===== config.mk =====
export PLATFORM = sky130hd
export DESIGN_NAME = uart_rx_os
export DESIGN_NICKNAME = d
export VERILOG_FILES = /design/src/rtl/uart_pkg.sv /design/src/rtl/uart_baud_tick.sv /design/src/rtl/uart_rx_os.sv
export SDC_FILE = /design/constraint.sdc
export NUM_CORES = 1
export LEC_CHECK = 0
export ABC_CLOCK_PERIOD_IN_PS = 2360
export BUFFER_PORTS_ARGS = -buffer_cell sky130_fd_sc_hd__buf_2
export CORE_ASPECT_RATIO = 1.5
export CORE_MARGIN = 1
export CORE_UTILIZATION = 57
export DETAILED_ROUTE_END_ITERATION = 7
export GPL_TIMING_DRIVEN = 0
export PLACE_DENSITY = 0.78
export SETUP_SLACK_MARGIN = 0.1
export SLEW_MARGIN = 0
export SYNTH_ARGS = -nofsm -noshare
export SYNTH_HDL_FRONTEND = slang
export SYNTH_HIERARCHICAL = 1
export SYNTH_SLANG_ARGS = --single-unit

===== constraint.sdc =====
create_clock -name sys_clk -period 2.36 [get_ports sys_clk]
set_input_delay 0.472 -clock sys_clk [delete_from_list [all_inputs] [get_ports sys_clk]]
set_output_delay 0.472 -clock sys_clk [all_outputs]
set_load 0.005 [all_outputs]

===== src/rtl/uart_pkg.sv =====
// Shared types and helpers for the UART receiver/transmitter family.
package uart_pkg;

  typedef enum logic [1:0] {
    PARITY_NONE,
    PARITY_EVEN,
    PARITY_ODD
  } parity_e;

  typedef enum logic [2:0] {
    IDLE,
    START,
    DATA,
    PARITY,
    STOP
  } rx_state_e;

  // System clocks per oversample tick (integer division)
  function automatic int calc_div(input int sys_clk_freq, input int baud_rate,
                                  input int oversample);
    return sys_clk_freq / (baud_rate * oversample);
  endfunction

endpackage


===== src/rtl/uart_baud_tick.sv =====
// Free-running divider producing a one-cycle tick at OVERSAMPLE x baud.
module uart_baud_tick
  import uart_pkg::*;
#(
  parameter int SYS_CLK_FREQ = 1_000_000,
  parameter int BAUD_RATE    = 9600,
  parameter int OVERSAMPLE   = 16
) (
  input  logic sys_clk,
  input  logic areset_n,
  output logic tick
);

  localparam int DIV = calc_div(SYS_CLK_FREQ, BAUD_RATE, OVERSAMPLE);
  localparam int CW  = (DIV > 1) ? $clog2(DIV) : 1;

  if (DIV < 1) begin : g_div_check
    $error("uart_baud_tick: SYS_CLK_FREQ/(BAUD_RATE*OVERSAMPLE) must be at least 1");
  end

  logic [CW-1:0] cnt;

  // Count 0..DIV-1 and wrap; never stops
  always_ff @(posedge sys_clk or negedge areset_n) begin
    if (!areset_n) begin
      cnt <= '0;
    end else begin
      cnt <= (cnt == CW'(DIV - 1)) ? '0 : cnt + 1'b1;
    end
  end

  assign tick = (cnt == CW'(DIV - 1));

endmodule


===== src/rtl/uart_rx_os.sv =====
// Oversampling UART receiver with valid/ready output register and error flags.
//
// Output handshake: data_out and the flags are meaningful while data_valid=1;
// a frame is delivered on a cycle where data_valid=1 and data_ready=1, and
// data_valid drops on the following cycle unless a new frame commits then.
module uart_rx_os
  import uart_pkg::*;
#(
  parameter int      SYS_CLK_FREQ = 1_000_000,
  parameter int      BAUD_RATE    = 9600,
  parameter int      DATA_WIDTH   = 8,
  parameter int      OVERSAMPLE   = 16,
  parameter parity_e PARITY       = PARITY_NONE,
  parameter int      STOP_BITS    = 1
) (
  input  logic                  sys_clk,
  input  logic                  areset_n,
  input  logic                  data_in,
  output logic [DATA_WIDTH-1:0] data_out,
  output logic                  data_valid,
  input  logic                  data_ready,
  output logic                  parity_err,
  output logic                  frame_err,
  output logic                  overrun,
  output logic                  busy,
  output rx_state_e             dbg_state
);

  localparam int   SW      = $clog2(OVERSAMPLE);
  localparam int   BW      = $clog2(DATA_WIDTH + 1);
  localparam logic PAR_EN  = (PARITY != PARITY_NONE);
  localparam logic PAR_ODD = (PARITY == PARITY_ODD);

  if (DATA_WIDTH < 5 || DATA_WIDTH > 9) begin : g_dw_check
    $error("uart_rx_os: DATA_WIDTH must be 5..9");
  end
  if (OVERSAMPLE < 4 || (OVERSAMPLE % 2) != 0) begin : g_os_check
    $error("uart_rx_os: OVERSAMPLE must be even and at least 4");
  end
  if (STOP_BITS != 1 && STOP_BITS != 2) begin : g_stop_check
    $error("uart_rx_os: STOP_BITS must be 1 or 2");
  end

  logic                  tick;
  logic                  sync1, sync2, rx;
  rx_state_e             state, state_next;
  logic [SW-1:0]         sample_cnt;
  logic [BW-1:0]         bit_cnt;
  logic                  stop_cnt;
  logic [DATA_WIDTH-1:0] shift_reg;
  logic                  perr_acc, ferr_acc;
  logic                  sample_done, start_mid, last_data_bit, last_stop;
  logic                  commit;

  uart_baud_tick #(
    .SYS_CLK_FREQ(SYS_CLK_FREQ),
    .BAUD_RATE   (BAUD_RATE),
    .OVERSAMPLE  (OVERSAMPLE)
  ) u_tick (
    .sys_clk (sys_clk),
    .areset_n(areset_n),
    .tick    (tick)
  );

  // Two-flop synchroniser; resets to the idle-high line level
  always_ff @(posedge sys_clk or negedge areset_n) begin
    if (!areset_n) begin
      sync1 <= 1'b1;
      sync2 <= 1'b1;
    end else begin
      sync1 <= data_in;
      sync2 <= sync1;
    end
  end

  assign rx            = sync2;
  assign sample_done   = (sample_cnt == SW'(OVERSAMPLE - 1));
  assign start_mid     = (sample_cnt == SW'(OVERSAMPLE / 2 - 1));
  assign last_data_bit = (bit_cnt == BW'(DATA_WIDTH - 1));
  assign last_stop     = (STOP_BITS == 1) || stop_cnt;

  // FSM state register
  always_ff @(posedge sys_clk or negedge areset_n) begin
    if (!areset_n) begin
      state <= IDLE;
    end else begin
      state <= state_next;
    end
  end

  // FSM next-state logic; moves only on ticks
  always_comb begin
    state_next = state;
    if (tick) begin
      case (state)
        IDLE:  if (!rx) state_next = START;
        START: if (start_mid) state_next = rx ? IDLE : DATA;
        DATA:  if (sample_done && last_data_bit)
                 state_next = PAR_EN ? uart_pkg::PARITY : STOP;
        uart_pkg::PARITY: if (sample_done) state_next = STOP;
        STOP:  if (sample_done && last_stop) state_next = IDLE;
        default: state_next = IDLE;
      endcase
    end
  end

  // FSM outputs: busy flag, debug state and the frame-commit strobe
  always_comb begin
    busy      = (state != IDLE);
    dbg_state = state;
    commit    = tick && (state == STOP) && sample_done && last_stop;
  end

  // Sample/bit counters, data shift register and error accumulators
  always_ff @(posedge sys_clk or negedge areset_n) begin
    if (!areset_n) begin
      sample_cnt <= '0;
      bit_cnt    <= '0;
      stop_cnt   <= 1'b0;
      shift_reg  <= '0;
      perr_acc   <= 1'b0;
      ferr_acc   <= 1'b0;
    end else if (tick) begin
      case (state)
        IDLE: begin
          sample_cnt <= '0;
          bit_cnt    <= '0;
          stop_cnt   <= 1'b0;
          perr_acc   <= 1'b0;
          ferr_acc   <= 1'b0;
        end
        START: sample_cnt <= start_mid ? '0 : sample_cnt + 1'b1;
        DATA: begin
          if (sample_done) begin
            sample_cnt <= '0;
            shift_reg  <= {rx, shift_reg[DATA_WIDTH-1:1]};
            bit_cnt    <= bit_cnt + 1'b1;
          end else begin
            sample_cnt <= sample_cnt + 1'b1;
          end
        end
        uart_pkg::PARITY: begin
          if (sample_done) begin
            sample_cnt <= '0;
            perr_acc   <= (((^shift_reg) ^ rx) != PAR_ODD);
          end else begin
            sample_cnt <= sample_cnt + 1'b1;
          end
        end
        STOP: begin
          if (sample_done) begin
            sample_cnt <= '0;
            stop_cnt   <= 1'b1;
            if (!rx) ferr_acc <= 1'b1;
          end else begin
            sample_cnt <= sample_cnt + 1'b1;
          end
        end
        default: sample_cnt <= '0;
      endcase
    end
  end

  // Output register: load on commit (flagging overrun), release on accept
  always_ff @(posedge sys_clk or negedge areset_n) begin
    if (!areset_n) begin
      data_out   <= '0;
      data_valid <= 1'b0;
      parity_err <= 1'b0;
      frame_err  <= 1'b0;
      overrun    <= 1'b0;
    end else if (commit) begin
      data_out   <= shift_reg;
      parity_err <= perr_acc;
      frame_err  <= ferr_acc | ~rx;
      data_valid <= 1'b1;
      overrun    <= data_valid & ~data_ready;
    end else if (data_valid && data_ready) begin
      data_valid <= 1'b0;
      overrun    <= 1'b0;
    end
  end

endmodule


==> results of run 1 <==
==> area by class of cell <==
class	instances	area, µm²
inverter	6	22.5
tap	39	48.8
multi-input combinational	95	777
buffer	8	68.8
timing repair buffer	19	95.1
fill	214	901
clock buffer	7	76.3
sequential	38	953
clock inverter	1	30.0
==> cells in the mapped netlist, drive strengths merged, types with 2 or more instances <==
cell     count  area share
o21ai        5       0.014
nor2         3      0.0062
nor3b        3       0.015
nand3        9       0.025
ha           2       0.014
inv          6       0.012
mux2i        3       0.016
xnor2        5       0.024
nand4        2      0.0069
dfrtp       36        0.49
nand2b       2      0.0069
and3         2      0.0069
xor2         4       0.019
dfstp        2       0.029
buf          8       0.038
o2bb2ai      3       0.014
and2         2      0.0082
nor4         2      0.0069
nand2        8       0.016
a21oi        5       0.014
mux2        21        0.14
==> through the flow <==
stage                     worst slack (ns)  power (W)  cells
final                                0.449    0.00152    213
after global routing                 0.384    0.00158    213
after CTS                            0.443    0.00153    213
after detailed placement             0.507    0.00100    205
after global placement               0.538   0.000988    205
after floorplan                      0.641   0.000919    147
==> final timing paths <==
kind	endpoint	cells after the start
min	frame_err$_DFFE_PN0P_	1
max reg2reg	data_out[5]$_DFFE_PN0P_	8
min reg2reg	rx$_DFF_PN1_	0
max	busy	4
min in group sys_clk	sync1$_DFF_PN1_	1
max in group asynchronous	dbg_state[2]$_DFFE_PN0P_	1
==> cells by family after synthesis <==
family,count (synthesis)
muxes,24
buffers and inverters,14
AOI/OAI and AO/OA,20
and+or+nand+nor,39
xor gates and xnor gates,10
DFF,38
adders and majority gates,2
==> power by group <==
part           switching (W)  total (W)  internal (W)
clock               0.000208   0.000524      0.000316
combinational       0.000148   0.000261      0.000113
sequential         0.0000417   0.000732      0.000690
==> metal layers <==
layer,vias up,GRT usage
met5,-,0
met4,0,0.111
met3,7,0.0655
met2,35,0.372
met1,601,0.222
li1,570,-
==> impl_metrics.toml, run 1 <==
[run_status]
status = "completed"

[clock_tree]
path_clk_slew_ns = 0.07
clock_sinks = 38
cts_setup_buffers = 0
cts_buffer_depth = 2
cts.hold.buffers_added = 0
cts_tree = "built"
cts_root_buffer = "clkbuf_8"
clock_latency_ns = 0.29
cts_resized = 0
cts_buffers = 5
h-tree-depth = 2

[routing]
drc = 0
drt_wl_total_um = 3170
drt_iter0_drc = 27
drt-met1-wl_um = 1270
vias = 1213
ant_nets = 0
dr.pass1.iters = 4
vias_per_cell = 5.69
wl_per_cell_um = 14.9
met3_wirelength_um = 98
wl_met2_um = 1730
top_layer = "met4"

[global_route]
grt-ovfl-total = 0
grt_pass1_vias = 1273
grt_use_total = 0.217
grt_pass1_wl_um = 5330
antenna_found_initial = 0
grt_max_degree = 39

[floorplanning]
initial_core_util = 0.613
fp.dieW_um = 48.2
num_rows = 24
dieHeight_um = 71.2
die_area_um2 = 3430
ios = 20
core_um2 = 2970

[finish]
antenna_cells = 0
syn_to_final_growth_pct = 13.7
layout-drive-gt1-share = 0.287
layout.nets = 179
post-route-util = 0.697
layout_common_cells = "dfrtp_1 (36), buf_2 (20), mux2_1 (9), nand3_1 (9), nand2_1 (8)"
stdcell_area_um2 = 2070
mostFrequentLayoutCell = "dfrtp_1"

[pwr]
p_per_area_nw_per_um2 = 732
vdd_drop_max_mv = 0.595
leakage_nw = 1.05

[yosys]
synthAdderAreaFrac = 0.0137
synth_compound_gate_area_share = 0.0721
synth-simple-area-share = 0.124
synthesis.instances = 147
synth-xor-area-share = 0.0556
synth-seq-cells = 38
muxShareOfSynthArea = 0.161
syn_avg_cell_area_um2 = 12.4
yosysSeqAreaShare = 0.523
synth_top_family_by_area = "multiplexers"
yosysWarnings = 6
synth_fp_nets = 153
synth-edff-count = 0
synth_cell_type_count = 44
synthArstFlopShare = 1.00
synth_flop_cell = "dfrtp_1"
syn_area_um2 = 1820

[timing]
fmax_mhz = 523
fin_tns_setup_ns = 0
whs_ns = 0.270
drv_slew = 0
tightestPinTransition_ns = 0.807
period_share = 0.810
hold_viol_final = 0
finalSetupViolations = 0
maxSlewHeadroom = 0.462
rsz0062_at_grt = "no"
finalClockSkew_ns = 0.00618
fin_crit_ns = 1.91

[critical_path]
path_max_fanout = 10
worst-path-buf-inv = 3
arrival_ns = 1.44
critPathSlowestCell = "dfrtp_1"
crit_family = "buffers and inverters"
r2r_setup_slack_ns = 0.51
max_stage_delay_ns = 0.40
path_class = "register to output pin"
cp-start-kind = "register"
critPathLaunch = "dbg_state[2]$_DFFE_PN0P_"
crit_required_ns = 1.89
reg2reg_from = "u_tick/cnt[1]$_DFF_PN0_"
crit_chain = "buf_4 > nor3_2 > inv_1 > buf_2"
crit_path_end_kind = "output pin"

[flow_run]
cap_violations = 0

[placed_design]
finalWeightedCongestion = 0.803
dpl.hpwl_um = 2380
detailed_place.area_um2 = 1970
portBuffers = 19

[min_path]
holdCritPathClass = "input port to async pin"
Note: power is estimated with default switching activity, not from simulation.
==> run 2: changes to the inputs <==
- ABC_AREA: not set -> 1
- ABC_CLOCK_PERIOD_IN_PS: 2360 -> 1600
- CORE_UTILIZATION: 57 -> 52
- PLACE_DENSITY: 0.78 -> 0.75
- clock period: 2.36 -> 1.6 ns (I/O delays scaled with it)
==> impl_metrics.toml, run 2 <==
[yosys]
synth-seq-cells = 38
synthArstFlopShare = 1.00
syn_area_um2 = 1840
yosysSeqAreaShare = 0.518
syn_avg_cell_area_um2 = 8.49
synth-edff-count = 0
ys_top_cells_by_area = "dfrtp_1 (49%), nand2_1 (16%), inv_1 (5.1%)"
synth_fp_nets = 223
synth_cell_type_count = 27
synthesis.instances = 217
yosysWarnings = 6
netlist.top_cell.by_area = "dfrtp_1"
netlist.area_leader.share = 0.489
netlist_top_cells_count = "nand2_1 (78), dfrtp_1 (36), inv_1 (25)"
synth_flop_cell = "dfrtp_1"
synth.most_common_cell = "nand2_1"

[finish]
layout.nets = 257
mostFrequentLayoutCell = "nand2_1"
stdcell_area_um2 = 2200
layout-drive-gt1-share = 0.274
post-route-util = 0.649
syn_to_final_growth_pct = 19.2
antenna_cells = 0
layout_common_cells = "nand2_1 (74), dfrtp_1 (34), inv_1 (23)"

[routing]
drt_wl_total_um = 3200
ant_nets = 0
drt_iter0_drc = 32
vias_per_cell = 4.81
wl_per_cell_um = 10.9
dr.pass1.iters = 4
vias = 1413
drc = 0

[pwr]
seqPwrFrac = 0.455
switching_share = 0.296
vdd_drop_max_mv = 1.15
power_w = 0.00245
combPwrFrac = 0.208
p_per_area_nw_per_um2 = 1120
power.internal_w = 0.00172
power_frac_clock = 0.337
leakage_nw = 1.19
power_switching_w = 0.000726

[clock_tree]
cts_buffer_depth = 2
cts_root_buffer = "clkbuf_8"
cts_tree = "built"
clock_sinks = 38
path_clk_slew_ns = 0.07
cts_buffers = 5
clock_latency_ns = 0.29
h-tree-depth = 2
cts.hold.buffers_added = 0

[floorplanning]
ios = 20
fp.dieW_um = 50.6
die_area_um2 = 3790
dieHeight_um = 74.9
num_rows = 26
initial_core_util = 0.544
core_um2 = 3380

[global_route]
grt_pass1_vias = 1312
antenna_found_initial = 0
grt_use_total = 0.193
grt_max_degree = 39
grt_pass1_wl_um = 5410
grt-ovfl-total = 0

[critical_path]
path_class = "register to register"
arrival_ns = 1.65
critPathLaunch = "sample_cnt[1]$_DFFE_PN0P_"
r2r_cells = 9
crit_required_ns = 1.78
reg2reg_from = "sample_cnt[1]$_DFFE_PN0P_"
path_max_fanout = 5
cp-start-kind = "register"
crit_path_end_kind = "register"

[min_path]
holdCritPathClass = "input port to async pin"

[timing]
drv_slew = 0
fmax_mhz = 678
finalSetupViolations = 0
maxSlewHeadroom = 0.456
period_share = 0.922
finalClockSkew_ns = 0.00405
fin_crit_ns = 1.48
whs_ns = 0.121
tightestPinTransition_ns = 0.816
hold_viol_final = 0
rsz0062_at_grt = "yes"

[placed_design]
finalWeightedCongestion = 0.796
detailed_place.area_um2 = 1990
portBuffers = 19
dpl.hpwl_um = 2250

[flow_run]
cap_violations = 0

[run_status]
status = "completed"
## run 2: cell types whose count changed after synthesis, moves of 5 or more
| cell | previous run | this run |
|---|---|---|
| mux2_4 | 7 | 0 |
| nand2_1 | 8 | 78 |
| inv_1 | 6 | 25 |
| mux2_1 | 9 | 0 |
| o21ai_2 | 0 | 7 |
| mux2_2 | 5 | 0 |
| o21ai_0 | 4 | 18 |
## run 2: metal layers
| metal | vias to the layer above | track usage | routed length, µm |
|---|---|---|---|
| li1 | 750 | - | - |
| met1 | 639 | 0.227 | 1430 |
| met2 | 19 | 0.335 | 1590 |
| met3 | 5 | 0.0545 | 123 |
| met4 | 0 | 0.0741 | 54 |
| met5 | - | 0 | 0 |
## run 2: kinds of logic after synthesis
| kind of cell | share of synthesized area |
|---|---|
| xor gates and xnor gates | 0.0238 |
| and+or+nand+nor | 0.262 |
| AOI/OAI and AO/OA | 0.110 |
| buffers and inverters | 0.0727 |
| adders and majority gates | 0.0136 |
| DFF | 0.518 |
## run 2: metrics by stage
stage / TNS (ns) / instances / setup slack, ns
2_1_floorplan: 0 / 217 / 0.187
3_3_place_gp: -0.0466 / 278 / -0.0203
3_5_place_dp: -0.0475 / 278 / -0.0246
4_1_cts: 0 / 289 / 0.101
5_1_grt: 0 / 294 / 0.0504
6_report: 0 / 294 / 0.124
## run 2: power groups by stage
stage / Clock, W / Sequential (W) / Combinational [W]
2_1_floorplan: 0 / 0.00111 / 0.000343
3_3_place_gp: 0 / 0.00112 / 0.000467
3_5_place_dp: 0 / 0.00112 / 0.000477
4_1_cts: 0.000851 / 0.00110 / 0.000501
5_1_grt: 0.000883 / 0.00112 / 0.000575
6_report: 0.000826 / 0.00111 / 0.000511
## run 2: final timing paths
path,to,slack (ns)
min in group sys_clk,sync1$_DFF_PN1_,0.12
max,dbg_state[1]$_DFFE_PN0P_,0.12
min reg2reg,rx$_DFF_PN1_,0.36
max reg2reg,dbg_state[1]$_DFFE_PN0P_,0.12
min,overrun$_DFFE_PN0P_,0.12
max in group asynchronous,dbg_state[0]$_DFFE_PN0P_,0.91
## run 2: layout make-up
type                       instances  area, µm²
clock buffer                       7       86.3
multi-input combinational        148        777
tap                               42       52.6
inverter                          27        104
clock inverter                     1       30.0
buffer                             4       35.0
fill                             309       1190
sequential                        38        956
timing repair buffer              27        155
## run 2: repair_timing
action                                  CTS  global route
buffers inserted                          3             5
pin swaps                                 1             2
endpoints found under the setup margin   24            19
resized for setup                         2            11
## run 2: critical path, stage by stage, from the launching register on
cell and delay (ns):
dfrtp_1 0.37, ha_2 0.19, nand2_2 0.07, or2_1 0.21, nand2_1 0.07, nand3_2 0.10, nor2_4 0.19, nand2_4 0.06
nand2_1 0.05, nand2_1 0.05
==> run 3: changes to the inputs <==
- SYNTH_HIERARCHICAL: 1 -> not set
==> impl_metrics.toml, run 3 <==
[yosys]
syn_avg_cell_area_um2 = 8.67
yosysSeqAreaShare = 0.514
synth.most_common_cell = "nand2_1"
netlist_top_cells_count = "nand2_1 (64), dfrtp_1 (36), inv_1 (22)"
netlist.top_cell.by_area = "dfrtp_1"
synth-seq-cells = 38
netlist.area_leader.share = 0.486
yosysWarnings = 0
synthArstFlopShare = 1.00
synth_cell_type_count = 26
synthesis.instances = 214
synth-edff-count = 0
ys_top_cells_by_area = "dfrtp_1 (49%), nand2_1 (13%), o21ai_1 (4.9%)"
synth_flop_cell = "dfrtp_1"
synth_fp_nets = 220
syn_area_um2 = 1860

[pwr]
vdd_drop_max_mv = 0.964
combPwrFrac = 0.198
leakage_nw = 1.11
power_frac_clock = 0.376
power_w = 0.00267
power_switching_w = 0.000752
power.internal_w = 0.00191
switching_share = 0.282
seqPwrFrac = 0.426
p_per_area_nw_per_um2 = 1210

[timing]
period_share = 0.911
rsz0062_at_grt = "yes"
drv_slew = 0
finalClockSkew_ns = 0.00623
fmax_mhz = 686
finalSetupViolations = 0
fin_tns_setup_ns = 0
hold_viol_final = 0
fin_crit_ns = 1.46
tightestPinTransition_ns = 0.825
maxSlewHeadroom = 0.450

[critical_path]
crit_family = "flip-flops"
crit_required_ns = 1.28
worst-path-buf-inv = 1
max_stage_delay_ns = 0.46
crit_path_end_kind = "output pin"
crit_chain = "nor2_4 > nand2_2 > buf_2"
path_max_fanout = 6
critPathSlowestCell = "dfrtp_2"
reg2reg_from = "sample_cnt[1]$_DFFE_PN0N_"
r2r_end = "parity_err$_DFFE_PN0P_"
cp-start-kind = "register"
r2r_setup_slack_ns = 0.16
path_class = "register to output pin"
arrival_ns = 1.14
r2r_cells = 5

[routing]
dr.pass1.iters = 4
vias = 1484
vias_per_cell = 5.19
ant_nets = 0
drt_wl_total_um = 3500
drt_iter0_drc = 43
wl_per_cell_um = 12.2
drc = 0

[clock_tree]
clock_sinks = 38
h-tree-depth = 2
cts_buffer_depth = 2
cts_tree = "built"
path_clk_slew_ns = 0.08
cts_root_buffer = "clkbuf_8"
cts_buffers = 5
clock_latency_ns = 0.29

[global_route]
grt_pass1_wl_um = 5750
met3_usage = 0.0586
antenna_found_initial = 0
grt_use_met2 = 0.381
busiest_layer = "met2"
grt-ovfl-total = 0
grtUsageMet1 = 0.210
grt_max_degree = 39
grt_use_total = 0.206
grt_pass1_vias = 1377

[floorplanning]
num_rows = 26
die_area_um2 = 3820
ios = 20
dieHeight_um = 75.2
initial_core_util = 0.543
fp.dieW_um = 50.8
core_um2 = 3420

[finish]
n_fill_cell = 313
layout.nets = 249
syn_to_final_growth_pct = 18.5
layout-drive-gt1-share = 0.275
stdcell_count = 286
antenna_cells = 0
layout_common_cells = "nand2_1 (63), dfrtp_1 (34), inv_1 (22)"
mostFrequentLayoutCell = "nand2_1"

[placed_design]
placedCellCount = 275
portBuffers = 19
dpl.hpwl_um = 2370
finalWeightedCongestion = 0.825

[min_path]
holdCritPathClass = "input port to async pin"

[run_status]
status = "completed"

[flow_run]
cap_violations = 0
==> run 3: changes by cell type after synthesis, sizes merged, moves of 2 or more <==
cell   before  now
nand2      82   70
nand3      12   18
nor2        9   14
xor2        3    0
inv        27   25
nand4       1    3
o21ai      26   28
==> run 3: layer usage <==
layer  up-vias  wire, µm
li1        744         -
met1       699      1440
met2        29      1860
met3        12       108
met4         0        82
met5         -         0
==> run 3: final cells by class <==
class / instances / area [µm²] / share of cell area
clock buffers: 6 / 82.6 / 0.0375
clock inverters: 2 / 60.1 / 0.0273
repair buffers: 22 / 118 / 0.0535
flip-flops and latches: 38 / 956 / 0.435
plain buffers: 4 / 45.0 / 0.0205
inverters: 25 / 93.8 / 0.0427
multi-input cells: 147 / 792 / 0.360
well taps: 42 / 52.6 / 0.0239
==> run 3: repair_timing <==
action,in CTS,in global routing
resized for setup,2,7
endpoints found under the setup margin,2,27
setup buffers,0,3
pin swaps,0,5
hold buffers,0,0
==> run 3: metrics by stage <==
stage / utilization / cell area [µm²] / setup slack, ns / hold WS, ns
after floorplan: - / 1860 / 0.224 / 0.0244
after global placement: 0.586 / 2000 / 0.129 / 0.348
after detailed placement: 0.586 / 2000 / 0.104 / 0.348
after CTS: 0.630 / 2150 / 0.0982 / 0.119
after global routing: 0.644 / 2200 / 0.0839 / 0.119
final: 0.644 / 2200 / 0.143 / 0.118
==> run 3: power groups by stage <==
stage	registers, W	clock network (W)	logic (W)
4_1_cts	0.00113	0.00102	0.000439
5_1_grt	0.00114	0.00105	0.000603
3_3_place_gp	0.00113	0	0.000421
3_5_place_dp	0.00114	0	0.000426
6_report	0.00114	0.00100	0.000528
2_1_floorplan	0.00112	0	0.000300
==> run 3: worst max-delay path by stage <==
stage / cells past startpoint / start / end / slack, ns
final: 3 / dbg_state[0]$_DFFE_PN0P_ / busy / 0.14
after global routing: 7 / sample_cnt[1]$_DFFE_PN0N_ / data_out[7]$_DFFE_PN0P_ / 0.08
after CTS: 3 / dbg_state[0]$_DFFE_PN0P_ / busy / 0.1
after detailed placement: 5 / sample_cnt[0]$_DFFE_PN0N_ / parity_err$_DFFE_PN0P_ / 0.10
after global placement: 5 / sample_cnt[0]$_DFFE_PN0N_ / parity_err$_DFFE_PN0P_ / 0.13
after floorplan: 5 / sample_cnt[0]$_DFFE_PN0N_ / parity_err$_DFFE_PN0P_ / 0.22
==> run 3: cells by family (layout without fill, tap and decap cells) <==
family                     after synthesis  after routing  synth area share
DFF                                     38             38             0.514
buffers and inverters                   29             59            0.0748
xor gates and xnor gates                 2              2           0.00944
muxes                                    1              1           0.00809
adders and majority gates                2              2            0.0135
AOI/OAI and AO/OA                       35             35             0.111
and+or+nand+nor                        107            107             0.270
